===== src/rtl/sdm_decimator_if.sv =====
// rtl/sdm_decimator_if.sv - bitstream-in / PCM-out bundle for the sigma-delta decimator
//   din, din_valid   : modulator bit and its qualifier (source -> decimator)
//   dout, dout_valid : signed PCM word and its one-clk strobe (decimator -> sink)
//   locked           : decimator has finished warm-up
interface sdm_decimator_if #(
    parameter int dout_bw = 16
);
    logic                      din;
    logic                      din_valid;
    logic signed [dout_bw-1:0] dout;
    logic                      dout_valid;
    logic                      locked;

    modport master (output din, din_valid, input dout, dout_valid, locked);
    modport slave  (input din, din_valid, output dout, dout_valid, locked);
endinterface


===== src/rtl/sdm_decimator.sv =====
// rtl/sdm_decimator.sv - CIC decimator turning a 1-bit sigma-delta stream into signed PCM
//   clk   : rising-edge clock
//   rst_n : asynchronous active-low reset
//   bus   : slave side of sdm_decimator_if (din/din_valid in, dout/dout_valid/locked out)
module sdm_decimator #(
    parameter int order   = 3,
    parameter int log2_r  = 6,
    parameter int dout_bw = 16
) (
    input  logic            clk,
    input  logic            rst_n,
    sdm_decimator_if.slave  bus
);
    localparam int w     = order * log2_r + 2;
    localparam int shift = order * log2_r - dout_bw + 1;
    localparam int wc    = $clog2(order + 1);

    localparam logic signed [w-1:0] p_max = {{(w-dout_bw+1){1'b0}}, {(dout_bw-1){1'b1}}};
    localparam logic signed [w-1:0] p_min = ~p_max;

    typedef enum logic {WARMUP, RUN} state_t;

    logic signed [w-1:0]       integ_q [order];
    logic signed [w-1:0]       integ_d [order];
    logic signed [w-1:0]       dly_q   [order];
    logic signed [w-1:0]       dly_d   [order];
    logic signed [w-1:0]       dec_q;
    logic signed [w-1:0]       s;
    logic signed [w-1:0]       acc_i;
    logic signed [w-1:0]       acc_c;
    logic signed [w-1:0]       y;
    logic signed [w-1:0]       sat;
    logic [log2_r-1:0]         cnt_q;
    logic [wc-1:0]             wcnt_q;
    logic                      dec_load_q;
    logic                      comb_go_q;
    logic                      emit;
    logic                      dout_valid_q;
    logic signed [dout_bw-1:0] dout_q;
    state_t                    state_q;
    state_t                    state_d;

    // Integrator cascade and comb cascade are both evaluated as a ripple chain
    // inside one cycle, so the last integrator already includes the current bit
    // and the last comb output is ready for rescaling in the update cycle.
    always_comb begin
        s     = bus.din ? {w{1'b1}} : {{(w-1){1'b0}}, 1'b1};
        acc_i = s;
        for (int k = 0; k < order; k++) begin
            acc_i      = integ_q[k] + acc_i;
            integ_d[k] = acc_i;
        end
        acc_c = dec_q;
        for (int k = 0; k < order; k++) begin
            dly_d[k] = acc_c;
            acc_c    = acc_c - dly_q[k];
        end
        y = acc_c >>> shift;
        if (y > p_max) begin
            sat = p_max;
        end else if (y < p_min) begin
            sat = p_min;
        end else begin
            sat = y;
        end
    end

    // Warm-up: wcnt_q counts discarded samples; the sample arriving once it
    // has reached `order` is the first one published and flips us to RUN.
    always_comb begin
        state_d = state_q;
        emit    = 1'b0;
        if (comb_go_q) begin
            if (state_q == RUN) begin
                emit = 1'b1;
            end else if (wcnt_q == wc'(order)) begin
                emit    = 1'b1;
                state_d = RUN;
            end
        end
    end

    always_ff @(posedge clk or negedge rst_n) begin
        if (!rst_n) begin
            state_q <= WARMUP;
        end else begin
            state_q <= state_d;
        end
    end

    always_ff @(posedge clk or negedge rst_n) begin
        if (!rst_n) begin
            for (int k = 0; k < order; k++) begin
                integ_q[k] <= '0;
                dly_q[k]   <= '0;
            end
            dec_q        <= '0;
            cnt_q        <= '0;
            wcnt_q       <= '0;
            dec_load_q   <= 1'b0;
            comb_go_q    <= 1'b0;
            dout_valid_q <= 1'b0;
            dout_q       <= '0;
        end else begin
            dec_load_q <= 1'b0;
            if (bus.din_valid) begin
                for (int k = 0; k < order; k++) begin
                    integ_q[k] <= integ_d[k];
                end
                cnt_q      <= cnt_q + log2_r'(1);
                dec_load_q <= (cnt_q == '1);
            end
            // The decimated sample moves down the pipe regardless of din_valid.
            comb_go_q <= dec_load_q;
            if (dec_load_q) begin
                dec_q <= integ_q[order-1];
            end
            if (comb_go_q) begin
                for (int k = 0; k < order; k++) begin
                    dly_q[k] <= dly_d[k];
                end
                if (state_q == WARMUP && wcnt_q != wc'(order)) begin
                    wcnt_q <= wcnt_q + wc'(1);
                end
            end
            dout_valid_q <= emit;
            if (emit) begin
                dout_q <= dout_bw'(sat);
            end
        end
    end

    assign bus.dout       = dout_q;
    assign bus.dout_valid = dout_valid_q;
    assign bus.locked     = (state_q == RUN);
endmodule


===== src/flat_wrapper.sv =====
// flat-port wrapper written by rule: the top's interface ports become plain ports
module sdm_decimator_flat 
#(
    parameter int order   = 3,
    parameter int log2_r  = 6,
    parameter int dout_bw = 16
)
  (clk, rst_n, bus_din, bus_din_valid, bus_dout, bus_dout_valid, bus_locked);
  sdm_decimator_if #(.dout_bw(dout_bw)) bus_i ();
  input  logic clk;
  input  logic rst_n;
  input wire logic [$bits(bus_i.din)-1:0] bus_din;
  input wire logic [$bits(bus_i.din_valid)-1:0] bus_din_valid;
  output wire logic [$bits(bus_i.dout)-1:0] bus_dout;
  output wire logic [$bits(bus_i.dout_valid)-1:0] bus_dout_valid;
  output wire logic [$bits(bus_i.locked)-1:0] bus_locked;
  assign bus_i.din = bus_din;
  assign bus_i.din_valid = bus_din_valid;
  assign bus_dout = bus_i.dout;
  assign bus_dout_valid = bus_i.dout_valid;
  assign bus_locked = bus_i.locked;
  sdm_decimator #(.order(order), .log2_r(log2_r), .dout_bw(dout_bw)) u_core (.clk(clk), .rst_n(rst_n), .bus(bus_i));
endmodule

===== config.mk =====
export PLATFORM = sky130hd
export DESIGN_NAME = sdm_decimator_flat
export DESIGN_NICKNAME = d
export VERILOG_FILES = /design/src/rtl/sdm_decimator_if.sv /design/src/rtl/sdm_decimator.sv /design/src/flat_wrapper.sv
export SDC_FILE = /design/constraint.sdc
export NUM_CORES = 1
export LEC_CHECK = 0
export ABC_AREA = 1
export CORE_MARGIN = 2
export CORE_UTILIZATION = 55
export DETAILED_ROUTE_END_ITERATION = 8
export GPL_ROUTABILITY_DRIVEN = 0
export PLACE_DENSITY = 0.75
export RECOVER_POWER = 50
export SETUP_SLACK_MARGIN = 0.2
export SYNTH_ARGS = -nofsm -noshare
export SYNTH_HDL_FRONTEND = slang
export SYNTH_SLANG_ARGS = --single-unit

===== constraint.sdc =====
create_clock -name clk -period 4.3 [get_ports clk]
set_input_delay 0.645 -clock clk [delete_from_list [all_inputs] [get_ports clk]]
set_output_delay 0.645 -clock clk [all_outputs]
set_load 0.01 [all_outputs]

Word level (Yosys, flattened, before mapping) --
Index checks and enable logic that the tools add are counted.
Operators by class: add/subtract/negate cells 8, $lt $le $gt $ge 2, muxes and demuxes 7, equality and inequality tests 3, bitwise gates (word level) 1, reductions and logical operators 2
Operators with widths (count):
- adder 20 bit | 3
- subtractor 20 bit | 3
- 2-to-1 mux 16 bit | 2
- 2-to-1 mux 20 bit | 1
- greater-than comparator 17 x 16 -> 1 bit (second input constant) | 1
- < comparator 17 x 16 -> 1 bit (second input constant) | 1
- adder 6 x 1 -> 6 bit (second input constant) | 1
- equality test 6 bit (second input constant) | 1
- 2-to-1 mux 1 bit | 4
- adder 2 x 1 -> 2 bit (second input constant) | 1
- equality test 2 bit (second input constant) | 1
- inequality test 2 bit (second input constant) | 1
- AND reduction 2 bit | 1
- logical AND 1 bit | 1
- NOT 1 bit | 1
Storage, ports and cells: word-level logic and storage cells 37, bits in registers 168, output and inout bits 18, input bits 4

Logic depth before layout (Yosys ltp) --
Gate-level depths: netlist of the first run.
word-level depth 6, depth in mapped cells 36, gate-level depth less buffers 35

Worst setup path before layout of the first run --
No wires, ideal clock.
path kind input -> register, from input bus_din, to register u_core.integ_q[19] (netlist name), stages on the path 32, path slack -644 ps, setup time 117 ps, required time 4183 ps, buffers on the path 0, arrival 4826 ps, cells stage by stage fa_1 nand3_1 nand2_1 a21oi_1 nor2_1 nor2_1 o21ai_1 nand2_1 nand2_1 nand2_1 nand2_1 a21boi_1 inv_1 or2_1 and2_1 ha_1 nand2_1 o21ai_0 a21oi_1 nand2_1 or2_2 nand2_1 inv_1 ha_1 nand2_1 nor4_1 nand3_1 nand3_1 a31oi_1 or2_1 nand4_1 nand2_1
RTL lines:
- from (decl) | line flat_wrapper.sv:12 | input wire logic [$bits(bus_i.din)-1:0] bus_din;
- to (signal, indexed assignment) | line sdm_decimator.sv:108 | integ_q[k] <= integ_d[k];
- to (decl) | line sdm_decimator.sv:23 | logic signed [w-1:0] integ_q [order];

==> impl_metrics.json, run 1 <==
{
  "timing.critical_path.from": "u_core.integ_q[41]",
  "synthFlopType": "dfrtp_1",
  "crit_family": "compound AO/OA/AOI/OAI gates",
  "violations": "max-capacitance violations, max-slew violations, negative setup slack",
  "grtUsageTotal": 0.3216,
  "finalSetupViolations": 31,
  "avgSynthCellArea_um2": 7.669,
  "synth_fa_ha_area_frac": 0.1296,
  "cp.arrival_ns": 5.83,
  "netlist_area_um2": 11780,
  "synth_cell_types": 48,
  "hold_viol_final": 0,
  "detail-route-antenna-nets": 0,
  "synth_simple_gate_area_frac": 0.2184,
  "yosysMostFrequentCell": "nand2_1",
  "cp_slowest_stage_delay_ns": 0.55,
  "period_share": 1.290,
  "synthMuxAreaShare": 0.01434,
  "clk_latency_ns": 0.44,
  "crit_end": "u_core.integ_q[19]",
  "crit_top_cell": "nand2_1",
  "hold_depth": 2,
  "ff2ff_path_depth": 28,
  "cp.depth": 28,
  "fin_nets": 2027,
  "fin_tns_setup_ns": -22.86,
  "slew_violations": 163,
  "die_area_um2": 22610,
  "worst_pin_slew_ns": 2.960,
  "portBuffers": 21,
  "ioPinCount": 22,
  "hp-class": "reg -> reg",
  "path_class": "reg -> reg",
  "clock.fmax_mhz": 180.3,
  "synth-compound-area-share": 0.1370,
  "crit_path_top_delay_cell": "o211ai_1",
  "relSlewSlack": -0.9733,
  "start_util": 0.5604,
  "ys_ff_latch": 168,
  "yosysWarnings": 0,
  "maxCapViolations": 2,
  "drtPass1Iterations": 9,
  "synth_top_area_frac": 0.3569,
  "detail_route.wl_per_cell_um": 21.22,
  "endpoint_kind": "register",
  "row_count": 53,
  "max-clock-path-buffers": 2,
  "drt_wl_total_mm": 46.49,
  "seq_area_frac_synth": 0.3569,
  "critPathLaunchType": "register",
  "synth_top_cell_by_area": "dfrtp_1",
  "whs_ns": 0.4806,
  "hpwl_mm": 22.40,
  "antenna_cells": 0,
  "cp_num_buf_inv": 2,
  "grt-ovfl-total": 0,
  "worstPathMaxFanout": 4,
  "synth_fp_nets": 1659,
  "die_width_um": 150.4,
  "grt_pass1_wl_mm": 58.13,
  "fin_ws_ns": -1.246,
  "root_buffer": "clkbuf_16",
  "grt_pass1_vias": 12460,
  "rsz0062_at_grt": "true",
  "htreeDepth": 4,
  "required_ns": 4.59,
  "syn_to_final_growth_pct": 46.84,
  "cts_made_buffers": 17,
  "cts-hold-fix-buffers": 0,
  "dr_total_vias": 13340,
  "cts_sinks": 168,
  "clk_pin_slew_ns": 0.07,
  "status": "complete, but fails checks",
  "fin_worst_skew_ns": 0.01469,
  "finalCriticalPeriod_ns": 5.546,
  "synth_edf_count": 0,
  "async_reset_ff_frac": 1.000,
  "synth_area_leaders": "dfrtp_1 (36%), nand2_1 (15%), ha_1 (12%)",
  "core_area_um2": 21020,
  "ff2ff_setup_slack_ns": -1.25,
  "drive_gt1_frac": 0.3533,
  "yosys-top-cells-count": "nand2_1 (462), inv_1 (178), dfrtp_1 (168)",
  "vias_per_cell": 6.088,
  "antenna_found_initial": 1,
  "final_util": 0.8229,
  "die_h_um": 150.4,
  "rr_endpoint": "u_core.integ_q[19]",
  "tritoncts": "yes",
  "netlist_instances": 1536,
  "r2r_start": "u_core.integ_q[41]",
  "grt_max_degree": 110,
  "synth_top_family_by_area": "simple AND/OR/NAND/NOR gates",
  "synth_xor_area_frac": 0.07361,
  "drc": 0,
  "drtIter0Drc": 1391
}
==> per-stage QoR <==
step / std cells / setup WS [ns] / cell area [µm²]
after global placement: 2076 / -1.092 / 14530
after detailed placement: 2076 / -1.362 / 14530
after floorplan: 1536 / -0.3021 / 12020
final: 2191 / -1.246 / 17300
after global routing: 2191 / -1.437 / 17300
after CTS: 2167 / -0.5458 / 16190
==> worst register-to-register path: cells and delay by family, from the launching register on <==
kind	cells	cell delay, ns
AO/OA/AOI/OAI	7	1.69
AND/OR/NAND/NOR	14	1.49
adder cells (fa/ha/maj)	3	1.08
XOR/XNOR	2	0.46
flip-flops	1	0.42
buffers and inverters	2	0.27
==> layer usage <==
layer | global-route usage | part of all wire | vias up
met3 | 0.04273 | 0.084 | 418
met2 | 0.5848 | 0.48 | 919
li1 | - | - | 5734
met4 | 0.1741 | 0.097 | 2
met5 | 0 | 0.00030 | -
met1 | 0.3639 | 0.34 | 6266
==> repair_timing <==
action / in CTS / in global routing
cloned: 1 / 0
setup buffers: 59 / 24
gates resized for setup: 150 / 187
hold endpoints to repair: 0 / 0
pin swaps: 117 / 85
endpoints found under the setup margin: 30 / 32
==> final cells by class <==
cell class / instances / area, µm²
multi-input combinational: 1152 / 8392
sequential: 168 / 4205
fill: 1046 / 3724
timing repair buffer: 382 / 3088
inverter: 183 / 689.4
clock buffer: 19 / 432.9
tap: 275 / 344.1
clock inverter: 12 / 146.4
==> cells by family after synthesis <==
| logic type | Yosys count |
|---|---|
| compound gates | 297 |
| simple gates | 622 |
| flops | 168 |
| buf+inv | 216 |
| mux | 15 |
| xor+xnor | 99 |
| fa+ha+maj | 119 |
==> worst min path at each step <==
stage / endpoint / startpoint / slack, ns
after CTS: u_core.dly_q[48] / rst_n / 0.42
final: u_core.bus.dout[2] / u_core.bus.dout[2] / 0.48
after global placement: u_core.integ_q[20] / u_core.integ_q[20] / 0.46
after detailed placement: u_core.bus.dout[4] / u_core.bus.dout[4] / 0.46
after global routing: u_core.bus.dout[7] / u_core.bus.dout[7] / 0.51
after floorplan: u_core.bus.dout[0] / rst_n / 0.35
==> cells in the final DEF (no fill, tap or decap), types with 5 or more instances in the layout <==
cell             instances
a21o_1                  14
nor2_1                  44
o21ai_1                 22
nand2_2                 44
xnor2_2                  9
clkbuf_1                 6
nand2_1                408
inv_2                   18
ha_4                    35
clkbuf_16               17
a21oi_2                 32
xor2_2                  15
a21oi_4                 10
a21oi_1                 73
nand3_1                 35
buf_4                  311
o21ai_2                 14
mux2_2                  15
buf_6                   46
clkdlybuf4s50_1         18
ha_1                    73
dfrtp_1                167
a31oi_4                  5
nand3_4                  7
nand4_1                 17
o21ai_0                 91
xnor2_1                 24
nor2_4                   5
a31oi_1                  5
nand2_4                 15
ha_2                     6
nand3_2                 12
inv_1                  163
xor2_1                  45
nor2_2                   8
==> flip-flops by register name, indices dropped and copies added (netlist names) <==
name,cells
u_core.dly_q,60
u_core.integ_q,60
u_core.dec_q,20
u_core.bus.dout,16
u_core.cnt_q,6
u_core.wcnt_q,2
u_core.bus.dout_valid,1
u_core.bus.locked,1
u_core.comb_go_q,1
u_core.dec_load_q,1
Power of run 1 is left out: the tool's default activity adds up to more than one toggle a clock period on the data nets, which glitch-free logic cannot reach.
==> inputs of run 2 (changes only) <==
--- a/config.mk
+++ b/config.mk
@@ -12,7 +12,6 @@
 export GPL_ROUTABILITY_DRIVEN = 0
 export PLACE_DENSITY = 0.75
 export RECOVER_POWER = 50
-export SETUP_SLACK_MARGIN = 0.2
 export SYNTH_ARGS = -nofsm -noshare
 export SYNTH_HDL_FRONTEND = slang
 export SYNTH_SLANG_ARGS = --single-unit
==> run 2 against run 1 <==
Against the previous run: the run still ends with max-capacitance violations, max-slew violations, negative setup slack left; first-iteration DRC count decreased by 9.6%; wire length down 3.8%; critical path type unchanged; via count down 0.16%; flip-flop and latch count is the same; die area is the same; worst setup slack better by 0.11 ns; critical path depth fell by 1; worst hold slack got worse by 0.0017 ns.
==> impl_metrics.json, run 2 (synthesized netlist as in run 1, its figures left out) <==
{
  "status": "complete, but fails checks",
  "violations": "max-capacitance violations, max-slew violations, negative setup slack",
  "clk_pin_slew_ns": 0.08,
  "fin_ws_ns": -1.140,
  "hp-class": "reg -> reg",
  "cp.arrival_ns": 5.75,
  "die_area_um2": 22610,
  "fin_tns_setup_ns": -18.25,
  "worst_pin_slew_ns": 2.290,
  "cts_made_buffers": 17,
  "core_area_um2": 21020,
  "detail-route-antenna-nets": 0,
  "drtPass1Iterations": 6,
  "drtIter0Drc": 1258,
  "required_ns": 4.61,
  "slew_violations": 117,
  "start_util": 0.5604,
  "critPathLaunchType": "register",
  "fin_nets": 2042,
  "antenna_cells": 0,
  "drc": 0,
  "root_buffer": "clkbuf_16",
  "ff2ff_path_depth": 27,
  "rsz0062_at_grt": "true",
  "maxCapViolations": 2,
  "antenna_found_initial": 0,
  "endpoint_kind": "register",
  "die_h_um": 150.4,
  "detail_route.wl_per_cell_um": 20.26,
  "die_width_um": 150.4,
  "drt_wl_total_mm": 44.71,
  "max-clock-path-buffers": 2,
  "cts_sinks": 168,
  "grt-ovfl-total": 0,
  "worstPathMaxFanout": 3,
  "top_layer": "met4",
  "clock.fmax_mhz": 183.8,
  "syn_to_final_growth_pct": 48.76,
  "finalSetupViolations": 30,
  "grt_max_degree": 103,
  "grt_pass1_wl_mm": 57.70,
  "wl_met1_mm": 15.25,
  "mostFrequentLayoutCells": "nand2_1 (398), buf_4 (349), dfrtp_1 (167), inv_1 (158), o21ai_0 (95)",
  "hold_viol_final": 0,
  "ioPinCount": 22,
  "fin_worst_skew_ns": 0.01776,
  "cts-hold-fix-buffers": 0,
  "tritoncts": "yes",
  "finalCriticalPeriod_ns": 5.440,
  "row_count": 53,
  "met3WireLength_mm": 3.226,
  "clk_latency_ns": 0.45,
  "relSlewSlack": -0.5268,
  "path_class": "reg -> reg",
  "dr_total_vias": 13320,
  "layout_commonest_cell": "nand2_1",
  "hold_depth": 2,
  "vias_per_cell": 6.034,
  "htreeDepth": 4,
  "reg_top3": "u_core.dly_q: 60 flops, u_core.integ_q: 60 flops, u_core.dec_q: 20 flops",
  "grt_pass1_vias": 12550,
  "wl_met2_mm": 21.96,
  "grtUsageTotal": 0.3203,
  "hpwl_mm": 22.07,
  "drive_gt1_frac": 0.3737,
  "portBuffers": 21,
  "period_share": 1.265
}
run 2: repair_timing:
action / in CTS / in global routing
buffers inserted: 66 / 32
setup endpoints to repair: 28 / 29
pin swaps: 120 / 85
gates cloned: 2 / 0
gates resized for setup: 185 / 168
run 2: critical path: stages (launching register included):
cell and delay, ns:
dfrtp_1 0.45, ha_4 0.32, buf_4 0.15, nand2_1 0.08, inv_1 0.08, a21boi_2 0.08
o21ai_2 0.24, a31oi_2 0.16, xnor2_2 0.36, ha_1 0.35, a21oi_1 0.31, nand2_1 0.14
nand2_1 0.08, nand2_1 0.11, a21boi_2 0.20, inv_2 0.06, or2_1 0.24, and2_4 0.18
ha_4 0.33, buf_4 0.15, nand2_1 0.12, nor3_4 0.21, nor3b_4 0.28, nand4_1 0.20
nand3_2 0.14, nand2_1 0.08, nand3_2 0.08, o21ai_2 0.07
run 2: through the flow:
| stage | util | worst slack (ns) | hold slack [ns] | cells | cell area [µm²] |
|---|---|---|---|---|---|
| final | 0.8336 | -1.140 | 0.4788 | 2207 | 17520 |
| after global routing | 0.8336 | -1.153 | 0.5009 | 2207 | 17520 |
| after CTS | 0.7842 | -0.4486 | 0.2976 | 2179 | 16490 |
| after detailed placement | 0.6908 | -1.352 | 0.4585 | 2079 | 14520 |
| after global placement | 0.6908 | -1.105 | 0.4607 | 2079 | 14520 |
| after floorplan | - | -0.3021 | 0.3494 | 1536 | 12010 |
run 2: layout make-up:
type,instances,area [µm²]
well taps,275,344.1
inverters,183,689.4
multi-input cells,1154,8622
flip-flops and latches,168,4205
clock inverters,12,132.6
repair buffers,395,3074
clock buffers,20,456.7
fillers,997,3497
run 2: final timing paths:
kind                                    startpoint                 end  slack, ns
worst max-delay path            u_core.integ_q[43]  u_core.integ_q[18]      -1.14
worst min-delay path            u_core.bus.dout[0]  u_core.bus.dout[0]       0.48
worst max register to register  u_core.integ_q[43]  u_core.integ_q[18]      -1.14
worst min register to register  u_core.bus.dout[0]  u_core.bus.dout[0]       0.48
max in group asynchronous                    rst_n  u_core.integ_q[54]       0.92
min in group asynchronous                    rst_n    u_core.dly_q[33]       0.86
run 2: routing by layer:
layer / track usage / up-vias
met1: 0.3512 / 6302
met3: 0.04788 / 394
met5: 0 / -
li1: - / 5781
met4: 0.1741 / 0
met2: 0.5911 / 840
Power of run 2 is left out for the same reason.
==> inputs of run 3 (changes only) <==
--- a/config.mk
+++ b/config.mk
@@ -7,10 +7,11 @@
 export LEC_CHECK = 0
 export ABC_AREA = 1
 export CORE_MARGIN = 2
-export CORE_UTILIZATION = 55
+export CORE_UTILIZATION = 30
 export DETAILED_ROUTE_END_ITERATION = 8
 export GPL_ROUTABILITY_DRIVEN = 0
-export PLACE_DENSITY = 0.75
+export GPL_TIMING_DRIVEN = 0
+export PLACE_DENSITY = 0.47
 export RECOVER_POWER = 50
 export SYNTH_ARGS = -nofsm -noshare
 export SYNTH_HDL_FRONTEND = slang
==> run 3 against run 2 <==
Against the previous run: the run still ends with max-capacitance violations, max-slew violations, negative setup slack left; via count fell by 23%; maximum frequency rose by 10%; core utilization fell by 44 points; flip-flop and latch count did not move.
==> impl_metrics.json, run 3 (synthesized netlist as in run 1, its figures left out) <==
{
  "maxCapViolations": 1,
  "critPathLaunchType": "register",
  "portBuffers": 20,
  "clock.fmax_mhz": 202.9,
  "period_share": 1.146,
  "htreeDepth": 4,
  "drc": 0,
  "place_ws_ns": -2.348,
  "hp-start": "u_core.dec_load_q",
  "core_area_um2": 38740,
  "hold_depth": 0,
  "finalCriticalPeriod_ns": 4.929,
  "mostFrequentLayoutCells": "nand2_1 (419), inv_1 (169), dfrtp_1 (165), o21ai_0 (100), a21oi_1 (79)",
  "cp.arrival_ns": 5.27,
  "syn_to_final_growth_pct": 30.70,
  "ff2ff_path_depth": 31,
  "antenna_cells": 0,
  "start_util": 0.3041,
  "r2r_start": "u_core.dec_q[2]",
  "worstPathMaxFanout": 7,
  "timing.critical_path.from": "u_core.dec_q[2]",
  "drive_gt1_frac": 0.2292,
  "antenna_found_initial": 0,
  "detail_route.wl_per_cell_um": 14.66,
  "crit_path_top_delay_cell": "dfrtp_2",
  "status": "complete, but fails checks",
  "worst_pin_slew_ns": 2.170,
  "slew_violations": 81,
  "instances_no_fill": 2185,
  "required_ns": 4.64,
  "root_buffer": "clkbuf_16",
  "reg_top3": "u_core.dly_q: 60 flops, u_core.integ_q: 60 flops, u_core.dec_q: 20 flops",
  "cts_sinks": 168,
  "rr_endpoint": "u_core.bus.dout[7]",
  "drtPass1Iterations": 4,
  "grt-ovfl-total": 0,
  "path_class": "reg -> reg",
  "die_width_um": 202.2,
  "endpoint_kind": "register",
  "hold_path_end": "u_core.comb_go_q",
  "fin_worst_skew_ns": 0.01334,
  "cp_slowest_stage_delay_ns": 0.45,
  "grt_pass1_wl_mm": 52.03,
  "cts_made_buffers": 17,
  "violations": "max-capacitance violations, max-slew violations, negative setup slack",
  "finalSetupViolations": 20,
  "fin_tns_setup_ns": -10.37,
  "tritoncts": "yes",
  "dr_total_vias": 10310,
  "ff2ff_setup_slack_ns": -0.63,
  "drt_wl_total_mm": 32.02,
  "rsz0062_at_grt": "true",
  "grt_max_degree": 90,
  "die_h_um": 202.2,
  "vias_per_cell": 4.719,
  "grtUsageTotal": 0.1580,
  "layout_commonest_cell": "nand2_1",
  "relSlewSlack": -0.4468,
  "ioPinCount": 22,
  "clk_latency_ns": 0.45,
  "fin_ws_ns": -0.6294,
  "grt_pass1_vias": 10360,
  "hpwl_mm": 23.10,
  "fin_nets": 1778,
  "detail-route-antenna-nets": 0,
  "max-clock-path-buffers": 2,
  "final_util": 0.3974,
  "dp_cells": 2075,
  "crit_top_cell": "nand2_1",
  "clk_pin_slew_ns": 0.08,
  "row_count": 72,
  "hold_viol_final": 0,
  "drtIter0Drc": 385,
  "hp-class": "reg -> reg",
  "die_area_um2": 40870
}
## run 3: cell count changes in the layout (fill, tap and decap cells not counted), moves of 11 or more
| cell | before | now |
|---|---|---|
| buf_4 | 349 | 65 |
| clkbuf_1 | 4 | 25 |
| nand2_1 | 398 | 419 |
| nand2_2 | 53 | 39 |
| inv_2 | 23 | 11 |
| inv_1 | 158 | 169 |
## run 3: worst max-delay path by stage
stage | to | slack, ns | cells past startpoint
after floorplan | u_core.integ_q[19] | -0.30 | 30
after global placement | u_core.integ_q[54] | -5.15 | 1
after detailed placement | u_core.integ_q[19] | -2.35 | 23
after CTS | u_core.bus.dout[7] | -0.64 | 31
after global routing | u_core.bus.dout[7] | -0.99 | 31
final | u_core.bus.dout[7] | -0.63 | 31
## run 3: per-layer routing
layer	vias up	global-route usage	part of all wire	routed length [µm]
li1	5263	-	-	-
met1	4905	0.1941	0.46	14600
met2	104	0.2885	0.51	16220
met3	39	0.02080	0.020	634
met4	0	0.04432	0.018	566
met5	-	0	0	0
## run 3: stage by stage
stage,hold slack [ns],area (µm²)
CTS,0.2269,14670
detailed placement,0.3662,12890
floorplan,0.3494,12010
finish,0.3791,15400
global placement,0.3649,12860
global route,0.3971,15400
## run 3: cell type report
cell class / instances / area (µm²)
clock buffer: 17 / 425.4
clock inverter: 14 / 161.4
sequential: 168 / 4208
buffer: 33 / 140.1
fill: 3949 / 23340
timing repair buffer: 100 / 862.1
inverter: 183 / 691.9
multi-input combinational: 1152 / 8259
tap: 518 / 648.1
## run 3: worst max-delay path: cells and delay by family, from the launching register on
family / cells / cell delay (ns)
flops: 1 / 0.45
simple gates: 13 / 1.09
buf+inv: 4 / 0.52
fa+ha+maj: 3 / 1.00
compound gates: 8 / 1.28
xor+xnor: 3 / 0.49
## run 3: timing repair
item,4_1_cts,5_1_grt
hold buffers,0,0
gates cloned,2,0
resized for setup,160,118
pin swaps,99,52
buffers inserted,54,34
setup endpoints to repair,39,27
Power of run 3 is left out for the same reason.
